==> src/rtl/regfile_pkg.sv <==
// regfile_pkg
// Shared definitions for the register-file write path: address/data widths
// fixed by the 3-to-8 write-address decoder, register depth, and the write
// arbiter FSM state encoding.
package regfile_pkg;

  localparam int REGFILE_AW    = 3;
  localparam int REGFILE_DW    = 8;
  localparam int REGFILE_DEPTH = 1 << REGFILE_AW;

  typedef enum logic [0:0] {
    ST_IDLE  = 1'b0,
    ST_WRITE = 1'b1
  } wr_state_t;

endpackage

==> src/rtl/rr_pick.sv <==
// rr_pick
// Combinational round-robin picker. Returns the first set bit of cand found
// by searching upward from index ptr and wrapping N-1 -> 0.
// Ports:
//   cand  [N-1:0]  candidate vector
//   ptr   [PW-1:0] search start index (0..N-1)
//   pick  [N-1:0]  one-hot selected candidate (zero when none)
//   valid          at least one candidate present
module rr_pick #(
  parameter int N  = 4,
  parameter int PW = 2
) (
  input  logic [N-1:0]  cand,
  input  logic [PW-1:0] ptr,
  output logic [N-1:0]  pick,
  output logic          valid
);

  logic [2*N-1:0] dbl_s;
  logic [N-1:0]   rot_s;
  logic [N-1:0]   low_s;
  logic [2*N-1:0] unrot_s;

  // Rotate so ptr lands at bit 0, isolate the lowest set bit, rotate back.
  always_comb begin
    dbl_s   = {cand, cand} >> ptr;
    rot_s   = dbl_s[N-1:0];
    // x & -x keeps only the lowest set bit
    low_s   = rot_s & (~rot_s + {{(N-1){1'b0}}, 1'b1});
    unrot_s = {low_s, low_s} << ptr;
    pick    = unrot_s[2*N-1:N];
    valid   = |cand;
  end

endmodule

==> src/rtl/regfile_write_arbiter.sv <==
// regfile_write_arbiter
// Round-robin arbiter sharing the register file's single write port among
// NREQ requesters. Grant, write strobe, address and data are registered
// together so the decoder sees glitch-free one-cycle write pulses.
// Ports:
//   CLK, RESET_N   clock, asynchronous active-low reset
//   REQ            per-requester write request
//   ADDR, DATA     per-requester packed address / data
//   FREEZE         1 = issue no new grants
//   GNT            one-hot accept pulse (same cycle as the write)
//   WE             write strobe to decoder EN
//   WADDR, WDATA   write address / data (hold last value when WE=0)
//   BUSY           write in progress or any request pending
module regfile_write_arbiter
  import regfile_pkg::*;
#(
  parameter int NREQ = 4,
  parameter int AW   = REGFILE_AW,
  parameter int DW   = REGFILE_DW
) (
  input  logic               CLK,
  input  logic               RESET_N,
  input  logic [NREQ-1:0]    REQ,
  input  logic [NREQ*AW-1:0] ADDR,
  input  logic [NREQ*DW-1:0] DATA,
  input  logic               FREEZE,
  output logic [NREQ-1:0]    GNT,
  output logic               WE,
  output logic [AW-1:0]      WADDR,
  output logic [DW-1:0]      WDATA,
  output logic               BUSY
);

  localparam int PW = (NREQ > 1) ? $clog2(NREQ) : 1;

  wr_state_t       state_r;
  wr_state_t       state_nxt_s;
  logic [PW-1:0]   ptr_r;
  logic [NREQ-1:0] gnt_r;
  logic            we_r;
  logic [AW-1:0]   waddr_r;
  logic [DW-1:0]   wdata_r;

  logic [NREQ-1:0] cand_s;
  logic [NREQ-1:0] pick_s;
  logic            valid_s;
  logic            go_s;
  logic [PW-1:0]   idx_s;
  logic [PW-1:0]   ptr_nxt_s;
  logic [AW-1:0]   waddr_sel_s;
  logic [DW-1:0]   wdata_sel_s;

  // The requester granted this cycle is masked so a held REQ is not rewritten.
  assign cand_s = REQ & ~gnt_r;
  assign go_s   = valid_s & ~FREEZE;

  rr_pick #(
    .N  (NREQ),
    .PW (PW)
  ) u_pick (
    .cand  (cand_s),
    .ptr   (ptr_r),
    .pick  (pick_s),
    .valid (valid_s)
  );

  // Encode the pick index and mux the winning requester's address and data.
  always_comb begin
    idx_s       = {PW{1'b0}};
    waddr_sel_s = {AW{1'b0}};
    wdata_sel_s = {DW{1'b0}};
    for (int i = 0; i < NREQ; i++) begin
      idx_s       = idx_s | (pick_s[i] ? PW'(i) : {PW{1'b0}});
      waddr_sel_s = waddr_sel_s | (ADDR[i*AW +: AW] & {AW{pick_s[i]}});
      wdata_sel_s = wdata_sel_s | (DATA[i*DW +: DW] & {DW{pick_s[i]}});
    end
    ptr_nxt_s = (idx_s == PW'(NREQ - 1)) ? {PW{1'b0}} : (idx_s + PW'(1));
  end

  // FSM next state: a grant always leads to WRITE, otherwise IDLE.
  always_comb begin
    state_nxt_s = ST_IDLE;
    case (state_r)
      ST_IDLE:  state_nxt_s = go_s ? ST_WRITE : ST_IDLE;
      ST_WRITE: state_nxt_s = go_s ? ST_WRITE : ST_IDLE;
      default:  state_nxt_s = ST_IDLE;
    endcase
  end

  // State, pointer and output registers; address/data hold when no grant.
  always_ff @(posedge CLK or negedge RESET_N) begin
    if (!RESET_N) begin
      state_r <= ST_IDLE;
      ptr_r   <= {PW{1'b0}};
      gnt_r   <= {NREQ{1'b0}};
      we_r    <= 1'b0;
      waddr_r <= {AW{1'b0}};
      wdata_r <= {DW{1'b0}};
    end else begin
      state_r <= state_nxt_s;
      if (go_s) begin
        ptr_r   <= ptr_nxt_s;
        gnt_r   <= pick_s;
        we_r    <= 1'b1;
        waddr_r <= waddr_sel_s;
        wdata_r <= wdata_sel_s;
      end else begin
        gnt_r   <= {NREQ{1'b0}};
        we_r    <= 1'b0;
      end
    end
  end

  assign GNT   = gnt_r;
  assign WE    = we_r;
  assign WADDR = waddr_r;
  assign WDATA = wdata_r;
  assign BUSY  = we_r | (|REQ);

endmodule

==> config.mk <==
export PLATFORM = sky130hd
export DESIGN_NAME = regfile_write_arbiter
export DESIGN_NICKNAME = d
export VERILOG_FILES = /design/src/rtl/regfile_pkg.sv /design/src/rtl/rr_pick.sv /design/src/rtl/regfile_write_arbiter.sv
export SDC_FILE = /design/constraint.sdc
export NUM_CORES = 1
export LEC_CHECK = 0
export ABC_CLOCK_PERIOD_IN_PS = 5100
export BUFFER_PORTS_ARGS = -buffer_cell sky130_fd_sc_hd__buf_2
export CAP_MARGIN = 20
export CORE_ASPECT_RATIO = 0.5
export CORE_UTILIZATION = 47
export DETAILED_ROUTE_END_ITERATION = 8
export GPL_ROUTABILITY_DRIVEN = 0
export PLACE_DENSITY = 0.84
export RECOVER_POWER = 50
export SYNTH_ARGS = -nofsm -noshare
export SYNTH_HDL_FRONTEND = slang
export SYNTH_SLANG_ARGS = --single-unit
==> constraint.sdc <==
create_clock -name CLK -period 5.1 [get_ports CLK]
set_clock_uncertainty 0.1 [all_clocks]
set_input_delay 0.765 -clock CLK [delete_from_list [all_inputs] [get_ports CLK]]
set_output_delay 0.765 -clock CLK [all_outputs]
set_load 0.02 [all_outputs]
# Word-level counts from Yosys, hierarchy flattened
# Cells that the tools add are included.
[classes]
addsub = 2
n_eq_ne = 1
shift = 2
n_mux = 6
bitwise_logic = 23
n_reduce_logical = 2
[ops]
columns = ["cell", "count"]
rows = [
  ["bitwise AND 8 bit", 4],
  ["OR 8 bit", 3],
  ["bitwise AND 3 bit", 4],
  ["OR 3 bit", 3],
  ["bitwise AND 4 bit", 2],
  ["NOT 4 bit", 2],
  ["OR reduction 4 bit", 2],
  ["left shift 8 x 2 -> 8 bit", 1],
  [">> shifter 8 x 2 -> 4 bit", 1],
  ["two-way mux 2 bit", 3],
  ["adder 4 x 1 -> 4 bit (second input constant)", 1],
  ["two-way mux 4 bit", 1],
  ["adder 2 x 1 -> 2 bit (second input constant)", 1],
  ["== test 2 bit (second input constant)", 1],
  ["two-way mux 1 bit", 2],
  ["OR 1 x 2 -> 2 bit", 1],
  ["OR 2 bit", 1],
  ["bitwise AND 1 bit", 1],
  ["NOT 1 bit", 1],
  ["OR 1 bit", 1],
]
[word_totals]
regBits = 18
output_inout_bits = 17

# Depth between registers and ports, before layout
[depth]
word_depth = 12
mapped_depth = 7
mapped_depth_nobuf = 5

# Hierarchy
# Synthesis repeated with hierarchy kept, for this count alone.
[unflattened]
hier_cells = 105
hier_area_um2 = 1021.0
[modules_own_cells]
columns = ["mod", "n_inst", "cells_per_inst", "area_each_um2"]
rows = [
  ["regfile_write_arbiter", 1, 86, 903.4],
  ["rr_pick", 1, 19, 117.6],
]

# Least setup slack after synthesis
# Ideal clock, no wire load.
[synth_timing]
path_kind = "input port to output port"
start = "input port REQ[2]"
end = "output port BUSY"
t_arrival_ns = 1.085
slack_ns = 3.150
cell_stages = 2
n_path_buf = 0
cell_sequence = "nor3_1 nand2_1"
[synth_via]
elab_chain_len = 2
[synth_rtl]
columns = ["item", "line_no", "source"]
rows = [
  ["start, declared", "regfile_write_arbiter.sv:23", "input logic [NREQ-1:0] REQ,"],
  ["OR reduction 4 bit", "regfile_write_arbiter.sv:118", "assign BUSY = we_r | (|REQ);"],
  ["OR 1 bit", "regfile_write_arbiter.sv:118", ""],
  ["end, declared", "regfile_write_arbiter.sv:31", "output logic BUSY"],
]
# No other way between the ends.

# Final worst setup path
[layout_timing]
start = "input port REQ[2]"
end = "register ptr_r[0]"
[layout_via]
elab_chain_len = 11
elab_cells_between_ends = 16
[layout_rtl]
columns = ["item", "line_no", "source"]
rows = [
  ["bitwise AND 4 bit (*)", "regfile_write_arbiter.sv:54", "assign cand_s = REQ & ~gnt_r;"],
  [">> shifter 8 x 2 -> 4 bit", "rr_pick.sv:26", "dbl_s = {cand, cand} >> ptr;"],
  ["NOT 4 bit", "rr_pick.sv:29", "low_s = rot_s & (~rot_s + {{(N-1){1'b0}}, 1'b1});"],
  ["adder 4 x 1 -> 4 bit", "rr_pick.sv:29", ""],
  ["bitwise AND 4 bit", "rr_pick.sv:29", ""],
  ["left shift 8 x 2 -> 8 bit", "rr_pick.sv:30", "unrot_s = {low_s, low_s} << ptr;"],
  ["two-way mux 1 bit or two-way mux 2 bit (tied branches)", "regfile_write_arbiter.sv:73", "idx_s = idx_s | (pick_s[i] ? PW'(i) : {PW{1'b0}});"],
  ["OR 1 x 2 -> 2 bit", "regfile_write_arbiter.sv:73", ""],
  ["OR 2 bit", "regfile_write_arbiter.sv:73", ""],
  ["adder 2 x 1 -> 2 bit or == test 2 bit (tied branches)", "regfile_write_arbiter.sv:77", "ptr_nxt_s = (idx_s == PW'(NREQ - 1)) ? {PW{1'b0}} : (idx_s + PW'(1));"],
  ["two-way mux 2 bit", "regfile_write_arbiter.sv:77", ""],
  ["end signal, assigned", "regfile_write_arbiter.sv:94", "ptr_r <= {PW{1'b0}};"],
  ["end signal, assigned", "regfile_write_arbiter.sv:102", "ptr_r <= ptr_nxt_s;"],
  ["end, declared", "regfile_write_arbiter.sv:38", "logic [PW-1:0] ptr_r;"],
]
# Mark *: on every way between the ends. The rest lies on a longest branch, timed or not.
# A chain may end at the register's enable or synchronous reset.

==> results.cfg <==
[run_status]
outcome = finished, final reports clean

[critical_path]
r2r_end = WDATA[5]
cp-endpoint = ptr_r[0]
crit_cells = 6
cp-startpoint = REQ[2]
ff2ff_path_depth = 5
critPathKind = in2reg
cp_max_fo = 15
critPathSlowestCell = nor2b_1
cp_common_cell = a21oi_1
cp_slowest_stage_delay_ps = 880
crit_family = simple AND/OR/NAND/NOR gates
crit_chain = buf_2 -> nor2b_1 -> o21ai_0 -> a21oi_1 -> a21oi_1 -> o22ai_1
crit_required_ps = 5180
end_kind = register
regToRegSetupSlack_ps = 3020
arrival_ps = 2370
start_kind = input port
r2r_start = GNT[0]
worstPathBufferInverterCount = 1

[grt]
first_global_vias = 1225
grt_use_met3_pct = 4.47
grt_pass1_wl_um = 5310
grt_use_met2_pct = 42.3
met1_usage_pct = 34.4
grt_busiest_layer = met2
grt_use_total_pct = 25.3
gr-total-overflow = 0
grt_max_degree = 26
antenna_found_initial = 0

[drt]
detail_route.wl_per_cell_um = 13.8
wl_um = 3440
ant_nets = 0
dr_total_vias = 1424
drt-pass1-iter-count = 4
viasPerCell = 5.72
first_iter_violations = 122
drc = 0

[clock_network]
post_cts_resized = 0
clockRootBuffer = clkbuf_8
clk_latency_ps = 250
tritoncts = built
h-tree-depth = 1
clock_sinks = 18
cts_inserted_buffers = 3
hold_buffers = 0
post_cts_buffers = 0
path_clk_slew_ps = 70
clk_path_buf_depth = 2

[logic_synthesis]
syn_area_mm2 = 0.00123
syn_inst = 154
synth-seq-area-share_pct = 36.7
syn_avg_cell_area_um2 = 7.96
netlist-cell-type-count = 29
synth_seq_cells = 18
syn_nets = 205
yosysWarningCount = 0

[power]
p_seq_share_pct = 33.1
power.internal_mw = 0.395
p_leak_nw = 0.723
ir_drop_v = 0.000195
p_clk_share_pct = 16.4
p_sw_mw = 0.319
swShare_pct = 44.7
power.total_mw = 0.715
p_comb_share_pct = 50.5
powerDensity_mw_per_mm2 = 450

[sta]
hold_viol = 0
setup_tns_ps = 0
drv_slew = 0
rsz0062_at_grt = false
holdWs_ps = 450
fin_crit_sh_pct = 44.9
tightest_slew_ps = 1120
max-slew-margin-rel_pct = 25.0
period_needed_ps = 2290
setup_viol = 0
timing.fmax_mhz = 437

[floorplan]
pin_count = 68
core_mm2 = 0.00234
start_util_pct = 52.4
die_y_um = 38.1
die-width_um = 74.2
rows = 12
dieArea_mm2 = 0.00283

[cells_and_area]
nets = 266
layout_common_cells = buf_2 (60), a21oi_1 (31), dfrtp_1 (18)
mostFrequentLayoutCell = buf_2
syn2layout_area_growth_pct = 29.4
drive_above_1_share_pct = 34.6
diodes = 0

[hold_path]
hold_class = reg2reg
hp-start = WDATA[2]

[place]
portBuffers = 67
hpwl_um = 2430

[run]
drv_cap = 0
-- metal layers --
metal / vias to the layer above / routed length [um]
met2: 72 / 1600
met4: 0 / 9
met5: - / 0
met1: 660 / 1580
li1: 690 / -
met3: 2 / 260
-- final cells by class --
cell class,count,area (um2)
fill,212,756
timing repair buffer,71,364
multi-input combinational,118,662
sequential,18,450
clock buffer,4,55.1
inverter,3,11.3
tap,35,43.8
-- metrics by stage --
stage | setup slack, ps | util (%) | instance area, um2 | instances
global route | 2670 | 67.7 | 1590 | 249
floorplan | 3150 | - | 1230 | 154
CTS | 2730 | 67.9 | 1590 | 248
finish | 2810 | 67.7 | 1590 | 249
global placement | 2550 | 65.6 | 1540 | 244
detailed placement | 2450 | 65.6 | 1540 | 244
-- power by group through the flow --
stage	combinational (mW)	clock (mW)	sequential (mW)
6_report	0.361	0.117	0.236
3_3_place_gp	0.357	0	0.238
2_1_floorplan	0.225	0	0.279
5_1_grt	0.396	0.123	0.244
3_5_place_dp	0.365	0	0.238
4_1_cts	0.366	0.119	0.236
-- how the worst min path moves through the flow --
stage | endpoint | depth (start not counted)
detailed placement | WADDR[2] | 2
floorplan | GNT[0] | 0
global placement | WDATA[2] | 2
CTS | WADDR[2] | 1
finish | WDATA[2] | 2
global route | WDATA[6] | 2
-- flip-flops by register name, summed over array words and instances, names as in the netlist --
name,flops
WDATA,8
WE,1
WADDR,3
GNT,4
ptr_r,2
-- Yosys cell counts, drive strengths merged --
master | number | area share, %
or3b | 1 | 0.92
clkbuf | 3 | 1.1
nor4 | 2 | 1.0
a31oi | 11 | 5.6
nor2 | 13 | 4.0
o21ai | 3 | 1.2
a41oi | 1 | 1.3
nand3 | 11 | 4.5
nor3 | 4 | 2.4
inv | 3 | 0.92
a211oi | 2 | 1.2
buf | 12 | 6.3
nor2b | 3 | 1.5
nand2b | 4 | 2.0
a22oi | 13 | 8.0
nor3b | 1 | 0.61
dfrtp | 18 | 37
nand2 | 12 | 3.7
nand3b | 1 | 0.61
and3 | 1 | 0.51
o22ai | 3 | 2.0
a21oi | 32 | 14
-- kinds of logic after synthesis --
kind of cell / share of synthesized area [%]
flops: 36.7
simple gates: 21.8
buf+inv: 8.37
compound gates: 33.1
-- worst register-to-register path, delay by kind of cell, from the launching register on --
kind             cells  cell delay (ps)
AND/OR/NAND/NOR      2              990
AO/OA/AOI/OAI        3              530
flip-flops           1              380
No activity file was read; power rests on OpenSTA's default activity.
